## src/rtl/spi_pwm_cmd_frontend_pkg.sv

```systemverilog
// -----------------------------------------------------------------------------
// spi_pwm_cmd_frontend_pkg
// Shared definitions for the SPI-to-PWM command front end: FSM state encoding,
// command byte field positions and the number of addressable PWM channels.
// -----------------------------------------------------------------------------
package spi_pwm_cmd_frontend_pkg;

   typedef enum logic [2:0] {
      IDLE = 3'd0,
      CMD  = 3'd1,
      LOAD = 3'd2,
      DATA = 3'd3,
      DONE = 3'd4
   } state_t;

   // Command byte layout: [7] write/read, [6:3] reserved (must be 0), [2:0] address
   localparam int unsigned CMD_WR_BIT   = 7;
   localparam int unsigned CMD_RSVD_HI  = 6;
   localparam int unsigned CMD_RSVD_LO  = 3;
   localparam int unsigned CMD_ADDR_HI  = 2;
   localparam int unsigned CMD_ADDR_LO  = 0;

   // Channels 0..NUM_CHANNELS-1 exist; address 7 is a write sink / reads as 0
   localparam int unsigned NUM_CHANNELS = 7;

endpackage

```

## src/rtl/spi_sync_edge.sv

```systemverilog
// -----------------------------------------------------------------------------
// spi_sync_edge
// Brings the asynchronous SPI pins into the clk domain and detects sclk edges.
// Ports:
//   clk, reset        system clock, synchronous active-high reset
//   sclk, cs, mosi    raw SPI pins
//   cs_sync           synchronized chip select (active-low)
//   mosi_sync         synchronized MOSI
//   sclk_rise         one-clk pulse on a rising sclk edge
//   sclk_fall         one-clk pulse on a falling sclk edge
// -----------------------------------------------------------------------------
module spi_sync_edge
   import spi_pwm_cmd_frontend_pkg::*;
#(
   parameter int unsigned SYNC_STAGES = 2
) (
   input  logic clk,
   input  logic reset,
   input  logic sclk,
   input  logic cs,
   input  logic mosi,
   output logic cs_sync,
   output logic mosi_sync,
   output logic sclk_rise,
   output logic sclk_fall
);

   logic [SYNC_STAGES-1:0] sclk_sr;
   logic [SYNC_STAGES-1:0] cs_sr;
   logic [SYNC_STAGES-1:0] mosi_sr;
   logic                   sclk_d;

   // Size casts drop the oldest bit so the chain works for any depth >= 1
   always_ff @(posedge clk) begin
      if (reset) begin
         sclk_sr <= '0;
         cs_sr   <= '0;
         mosi_sr <= '0;
         sclk_d  <= 1'b0;
      end else begin
         sclk_sr <= SYNC_STAGES'({sclk_sr, sclk});
         cs_sr   <= SYNC_STAGES'({cs_sr, cs});
         mosi_sr <= SYNC_STAGES'({mosi_sr, mosi});
         sclk_d  <= sclk_sr[SYNC_STAGES-1];
      end
   end

   assign cs_sync   = cs_sr[SYNC_STAGES-1];
   assign mosi_sync = mosi_sr[SYNC_STAGES-1];
   assign sclk_rise =  sclk_sr[SYNC_STAGES-1] & ~sclk_d;
   assign sclk_fall = ~sclk_sr[SYNC_STAGES-1] &  sclk_d;

endmodule

```

## src/rtl/spi_pwm_cmd_frontend.sv

```systemverilog
// -----------------------------------------------------------------------------
// spi_pwm_cmd_frontend
// SPI mode-0 slave that decodes 2-byte frames into PWM level writes or
// read-backs. Byte 0 is the command, byte 1 the data (write) or dummy (read,
// during which the selected level is shifted out on miso).
// Ports:
//   clk, reset  system clock, synchronous active-high reset
//   sclk, cs, mosi, miso   SPI pins (cs active-low)
//   wr_en       one-clk write strobe, with wr_addr / wr_data (held between strobes)
//   rd_addr     channel selected for read-back
//   rd_data     level of channel rd_addr (0 for index 7)
// -----------------------------------------------------------------------------
module spi_pwm_cmd_frontend
   import spi_pwm_cmd_frontend_pkg::*;
#(
   parameter int unsigned SYNC_STAGES = 2
) (
   input  logic       clk,
   input  logic       reset,
   input  logic       sclk,
   input  logic       cs,
   input  logic       mosi,
   output logic       miso,
   output logic       wr_en,
   output logic [2:0] wr_addr,
   output logic [7:0] wr_data,
   output logic [2:0] rd_addr,
   input  logic [7:0] rd_data
);

   localparam logic [2:0] LAST_CH = 3'(NUM_CHANNELS - 1);

   logic       cs_s;
   logic       mosi_s;
   logic       sclk_rise;
   logic       sclk_fall;

   state_t     state;
   logic [2:0] bit_cnt;
   logic [7:0] shreg;
   logic [7:0] tx_buf;
   logic       cmd_wr;
   logic [2:0] cmd_addr;
   logic       skip_fall;

   logic [7:0] rx_byte;
   logic       byte_done;

   spi_sync_edge #(
      .SYNC_STAGES(SYNC_STAGES)
   ) u_sync (
      .clk       (clk),
      .reset     (reset),
      .sclk      (sclk),
      .cs        (cs),
      .mosi      (mosi),
      .cs_sync   (cs_s),
      .mosi_sync (mosi_s),
      .sclk_rise (sclk_rise),
      .sclk_fall (sclk_fall)
   );

   // Byte as it will stand after the current rising edge shifts in
   assign rx_byte   = {shreg[6:0], mosi_s};
   assign byte_done = sclk_rise && (bit_cnt == 3'd7);

   // miso is registered alongside tx_buf: each branch that changes tx_buf
   // also loads the bit that will be at tx_buf[7] afterwards.
   always_ff @(posedge clk) begin
      if (reset) begin
         state     <= IDLE;
         bit_cnt   <= '0;
         shreg     <= '0;
         tx_buf    <= '0;
         cmd_wr    <= 1'b0;
         cmd_addr  <= '0;
         skip_fall <= 1'b0;
         miso      <= 1'b0;
         wr_en     <= 1'b0;
         wr_addr   <= '0;
         wr_data   <= '0;
         rd_addr   <= '0;
      end else if (cs_s) begin
         state     <= IDLE;
         bit_cnt   <= '0;
         shreg     <= '0;
         tx_buf    <= '0;
         skip_fall <= 1'b0;
         miso      <= 1'b0;
         wr_en     <= 1'b0;
      end else begin
         wr_en <= 1'b0;

         if (sclk_rise && state != DONE) begin
            shreg   <= rx_byte;
            bit_cnt <= bit_cnt + 3'd1;
         end

         case (state)
            IDLE: begin
               miso  <= 1'b0;
               state <= CMD;
            end
            CMD: begin
               miso <= 1'b0;
               if (byte_done) begin
                  cmd_wr   <= rx_byte[CMD_WR_BIT];
                  cmd_addr <= rx_byte[CMD_ADDR_HI:CMD_ADDR_LO];
                  rd_addr  <= rx_byte[CMD_ADDR_HI:CMD_ADDR_LO];
                  state    <= (|rx_byte[CMD_RSVD_HI:CMD_RSVD_LO]) ? DONE : LOAD;
               end
            end
            LOAD: begin
               tx_buf    <= cmd_wr ? 8'h00 : rd_data;
               miso      <= cmd_wr ? 1'b0  : rd_data[7];
               skip_fall <= 1'b1;
               state     <= DATA;
            end
            DATA: begin
               // The falling edge right after the command byte precedes the
               // first data bit, so the MSB must stay put for it.
               if (sclk_fall) begin
                  if (skip_fall) begin
                     skip_fall <= 1'b0;
                  end else begin
                     tx_buf <= {tx_buf[6:0], 1'b0};
                     miso   <= tx_buf[6];
                  end
               end
               if (byte_done) begin
                  miso  <= 1'b0;
                  state <= DONE;
                  if (cmd_wr && cmd_addr <= LAST_CH) begin
                     wr_en   <= 1'b1;
                     wr_addr <= cmd_addr;
                     wr_data <= rx_byte;
                  end
               end
            end
            DONE: begin
               miso <= 1'b0;
            end
            default: begin
               miso  <= 1'b0;
               state <= IDLE;
            end
         endcase
      end
   end

endmodule

```

## config.mk

```make
export PLATFORM = sky130hd
export DESIGN_NAME = spi_pwm_cmd_frontend
export DESIGN_NICKNAME = d
export VERILOG_FILES = /design/src/rtl/spi_pwm_cmd_frontend_pkg.sv /design/src/rtl/spi_sync_edge.sv /design/src/rtl/spi_pwm_cmd_frontend.sv
export SDC_FILE = /design/constraint.sdc
export NUM_CORES = 1
export LEC_CHECK = 0
export ABC_AREA = 1
export ABC_CLOCK_PERIOD_IN_PS = 2240
export CAP_MARGIN = 5
export CORE_MARGIN = 4
export CORE_UTILIZATION = 53
export CTS_CLUSTER_SIZE = 28
export DETAILED_ROUTE_END_ITERATION = 16
export PLACE_DENSITY = 0.84
export SETUP_SLACK_MARGIN = 0.1
export SLEW_MARGIN = 10
export SYNTH_ARGS = -nofsm -noshare
export SYNTH_HDL_FRONTEND = slang
export SYNTH_SLANG_ARGS = --single-unit
```

## constraint.sdc

```tcl
create_clock -name clk -period 2.24 [get_ports clk]
set_clock_uncertainty 0.15 [all_clocks]
set_input_delay 0.448 -clock clk [delete_from_list [all_inputs] [get_ports clk]]
set_output_delay 0.448 -clock clk [all_outputs]
set_load 0.01 [all_outputs]
```

Yosys cells after proc, flatten, opt, wreduce, memory -nomap -nowiden
Index checks and enable logic that the tools add are counted.
- register bits: 45
- output and inout bits: 16
- logic and storage cells: 67
- add/sub/neg operators: 1
- order comparisons: 1
- eq/ne operators: 12
- multiplexer cells: 16
- bitwise operators: 8
- reduce and logical (&&, ||, !) cells: 14
- operators with widths (kind ; number):
    $mux W7 ; 3
    $pmux W3 S5 ; 1
    $pmux W7 S2 ; 1
    $mux W3 ; 3
    $ne A3 B3 Y1 const B ; 3
    $reduce_and A3 Y1 ; 3
    $ne A2 B2 Y1 const B ; 4
    $reduce_or A4 Y1 ; 2
    $eq A3 B2 Y1 const B ; 2
    $eq A3 B3 Y1 const B ; 2
    $mux W1 ; 6
    $not A1 Y1 ; 6
    $pmux W1 S2 ; 2
    $reduce_and A2 Y1 ; 2
    $reduce_and A4 Y1 ; 1
    $add A3 B1 Y3 const B ; 1
    $eq A3 B1 Y1 const B ; 1
    $le A3 B3 Y1 const B ; 1
    $logic_and A1 B1 Y1 ; 3
    $logic_not A3 Y1 ; 1
    $and A1 B1 Y1 ; 2
    $reduce_bool A2 Y1 ; 1
    $reduce_or A2 Y1 ; 1

Depth between registers and ports, before layout
- word-level depth: 5
- gate-level depth with buffers: 8
- depth with buffers taken out: 8

Modules after synthesis
A second synthesis with hierarchy kept.
- cells, all modules: 256
- area, all modules: 1874.3 µm²
- modules (own cells, without submodules) (module ; instances ; cells an instance ; area an instance (µm²)):
    spi_pwm_cmd_frontend ; 1 ; 232 ; 1670.4
    spi_sync_edge ; 1 ; 24 ; 203.9

Worst setup path after synthesis
OpenSTA, ideal clock, no wires.
- path kind: flip-flop to flip-flop
- from: reg bit_cnt[0]
- to: reg wr_addr[0]
- library setup time: 112 ps
- arrival time: 1298 ps
- required time: 1978 ps
- slack: 680 ps
- cell stages (with the launch flop): 9
- path buffers: 1
- period minus slack after synthesis: 1560 ps
- path through: dfxtp_1 ha_1 ha_1 nand3_1 nor2_1 and2_1 buf_4 nor2_1 nor2_1
- cells in the longest elaborated chain, start to end: 3
- RTL lines (what ; RTL line ; source):
    from (decl) ; spi_pwm_cmd_frontend.sv:39 ; logic [2:0] bit_cnt;
    from (signal assigned) ; spi_pwm_cmd_frontend.sv:96 ; bit_cnt <= bit_cnt + 3'd1;
    $eq A3 B3 Y1 ; spi_pwm_cmd_frontend.sv:65 ; assign byte_done = sclk_rise && (bit_cnt == 3'd7);
    $logic_and A1 B1 Y1 ; spi_pwm_cmd_frontend.sv:65 ;
    $reduce_and A4 Y1 (no source line) ; -- ;
    to (signal assigned) ; spi_pwm_cmd_frontend.sv:135 ; wr_addr <= cmd_addr;
    to (decl) ; spi_pwm_cmd_frontend.sv:25 ; output logic [2:0] wr_addr,
Every way passes these cells.
A chain may end at the register's enable or synchronous reset.

Worst setup path in the final report
- from: reg bit_cnt[0]
- to: reg wr_data[6]
- cells in the longest elaborated chain, start to end: 3
- RTL lines (what ; RTL line ; source):
    $eq A3 B3 Y1 ; spi_pwm_cmd_frontend.sv:65 ;
    $logic_and A1 B1 Y1 ; spi_pwm_cmd_frontend.sv:65 ;
    $reduce_and A4 Y1 (no source line) ; -- ;
    to (signal assigned) ; spi_pwm_cmd_frontend.sv:136 ; wr_data <= rx_byte;
    to (decl) ; spi_pwm_cmd_frontend.sv:26 ; output logic [7:0] wr_data,
Every way passes these cells.

==> run_results.csv <==
group,metric,value,unit
status,status,"complete, no violations",
pwr,irDropWorstVdd,0.393,mV
cts,cts_made_buffers,5,
yosys,synth.largest_area_cell,"dfxtp_1",
yosys,netlist_instances,270,
sta,worst_slew_pin_slew,0.410,ns
cts,cts_tree,"yes",
detailed_routing,vias,1723,
final_layout,fin_cells,348,
setup_path,worst_setup_path_start_kind,"flop",
cts,cts-root-buf,"clkbuf_8",
pwr,comb_power_share,9.6,%
global_routing,grt_pass1_wl,6390,um
place,place.gp.congestion,0.797,
pwr,p_int,1260,uW
global_routing,grt_max_degree,19,
cts,clk_latency,0.30,ns
detailed_routing,routed_wl,3860,um
sta,hold_violations,0,
setup_path,cp.required,2.32,ns
pwr,leakage,0.00103,uW
yosys,synth_top_area_share,46.2,%
sta,slew_headroom,72.6,%
die,dieArea,0.00471,mm^2
detailed_routing,via_per_inst,4.95,
setup_path,cp_max_fo,11,
global_routing,grt_overflow,0,
die,ios,29,
detailed_routing,wire_per_inst,11.1,um
detailed_routing,drc,0,
pwr,swShare,23.3,%
setup_path,end_kind,"flop",
final_layout,fillers,298,
cts,clkTransAtPathRegs,0.08,ns
sta,rsz0062_at_grt,"false",
run,maxCapViolations,0,
place,dpl_cell_area,0.00226,mm^2
die,dieHeight,68.6,um
detailed_routing,antenna_left,0,
yosys,ys_seq_area_share,46.2,%
pwr,power.switching,381,uW
setup_path,reg2reg_from,"bit_cnt[0]",
pwr,p_seq_share,51.7,%
die,core,0.00344,mm^2
min_path,min_path_cells,2,
yosys,ys_types,25,
yosys,syn-num-nets,285,
place,place_ws,0.393,ns
die,start_util,56.6,%
yosys,avgSynthCellArea,7.22,um^2
final_layout,antenna_cells,0,
setup_path,ff2ff_path_depth,7,
detailed_routing,drt_pre_antenna_iters,4,
sta,setup_viol,0,
cts,cts_sinks,45,
min_path,hold_path_class,"reg2reg",
cts,clock_path_buffers,2,
die,rows,21,
sta,final.setup.tns,0,ns
final_layout,area_growth,22.2,%
setup_path,worstSetupPathType,"reg2reg",
cts,post_cts_buffers,0,
place,port_buffers,28,
sta,timing.final.ws_setup,0.403,ns
cts,hold_buffers,0,
yosys,synth.area.top_cells,"dfxtp_1 46%, nor2_1 11%, nand2_1 10%",
detailed_routing,drtIter0Drc,76,
yosys,ys_ff_latch,45,
yosys,ys_warn_count,0,
final_layout,drive_above_1_share,7.28,%
min_path,min_to,"u_sync.mosi_sr[1]",
final_layout,fin_nets,316,
sta,slew_viol_final,0,
sta,fin_crit_sh,82.0,%
pwr,clkPwrFrac,38.6,%
setup_path,cp_data_arrival_time,1.92,ns
cts,post_cts_resized,0,
yosys,syn_area,0.00195,mm^2
global_routing,antenna_found_initial,0,
sta,fin_crit,1.84,ns
place,dp_hpwl,2680,um
final_layout,design_area,0.00238,mm^2
pwr,power_density,687,mW/mm^2
sta,fmax,0.545,GHz
setup_path,r2r-end,"wr_data[6]",
global_routing,grt_use_total,18.2,%
min_path,hp-start,"u_sync.mosi_sr[0]",
cts,htree_levels,2,
setup_path,ff2ff_setup_slack,0.40,ns
place,placed_cells,340,
die,die_w,68.6,um
global_routing,grt_pass1_vias,1565,
worst max-delay path, stage by stage (launching register included):
cell	delay [ns]
dfxtp_1	0.34
ha_1	0.15
ha_1	0.14
nand3_1	0.17
nor2_1	0.24
and2_1	0.42
nor2_1	0.07
nor2_1	0.09
routing by layer:
metal | track usage, % | up-vias | part of all wire, %
met1 | 21.2 | 776 | 48
met5 | 0 | - | 0
li1 | - | 913 | -
met3 | 4.86 | 6 | 4.1
met4 | 8.93 | 0 | 1.7
met2 | 30.8 | 28 | 46
power by group through the flow:
stage          logic, uW  clock network [uW]  registers, uW
4_1_cts              158                 647            846
2_1_floorplan        115                   0            860
6_report             158                 632            847
3_3_place_gp         152                   0            864
3_5_place_dp         156                   0            865
5_1_grt              184                 669            849
state kept, by name, indices dropped and copies added (netlist names):
register	flops
wr_data	8
shreg	7
tx_buf	7
bit_cnt	3
cmd_addr	3
state	3
wr_addr	3
u_sync.cs_sr	2
u_sync.mosi_sr	2
u_sync.sclk_sr	2
cmd_wr	1
miso	1
skip_fall	1
u_sync.sclk_d	1
wr_en	1
how the worst max path moves through the flow:
stage	from	endpoint	depth (start not counted)
2_1_floorplan	bit_cnt[0]	wr_addr[0]	8
3_3_place_gp	reset	wr_en	4
3_5_place_dp	reset	wr_en	4
4_1_cts	bit_cnt[0]	wr_addr[2]	7
5_1_grt	bit_cnt[0]	wr_addr[2]	7
6_report	bit_cnt[0]	wr_data[6]	7
cell families (layout without fill, tap and decap cells):
logic type                 count (synthesis)  after routing  synth area share [%]
and+or+nand+nor                          151            151                  35.1
DFF                                       45             45                  46.2
buffers and inverters                     40             72                  8.86
AOI/OAI and AO/OA                         32             32                  8.48
adders and majority gates                  2              2                  1.28
cell type report:
class | count | area (um^2) | area share, %
multi-input combinational | 185 | 875 | 36.8
inverter | 32 | 120 | 5.05
timing repair buffer | 32 | 310 | 13.0
tap | 46 | 57.6 | 2.42
clock inverter | 1 | 30.0 | 1.26
clock buffer | 7 | 86.3 | 3.63
sequential | 45 | 901 | 37.9
stage by stage:
stage                     hold WS, ns  total power (uW)  util (%)
after floorplan                 0.238               975         -
after global placement          0.240              1020      65.8
after detailed placement        0.247              1020      65.8
after CTS                       0.261              1650      69.1
after global routing            0.281              1700      69.1
final                           0.260              1640      69.1
layout by cell type, fill, tap and decap left out:
cell             count
clkinv_1             1
inv_1               30
clkdlybuf4s50_1     28
nand2_2              1
nor3_1               1
nand2_4              4
dfxtp_1             45
inv_2                1
clkbuf_1             1
and2_1               1
a211oi_1             2
nor4_1               1
nand2_1             53
o21ai_0             14
nand3b_1             4
bufinv_16            1
nand3_2              2
buf_4                4
clkbuf_8             6
nor2_1              56
nor2_2               1
a21oi_1             16
nand4_1              2
nand3_1             23
nor2_4               2
ha_1                 2
synthesized netlist by cell type, drive strengths merged:
library cell	number
a211oi	2
a21oi	16
and2	1
buf	6
clkbuf	2
clkinv	1
dfxtp	45
ha	2
inv	31
nand2	58
nand3	25
nand3b	4
nand4	2
nor2	59
nor3	1
nor4	1
o21ai	14
Power figures use the tool's default switching activity.
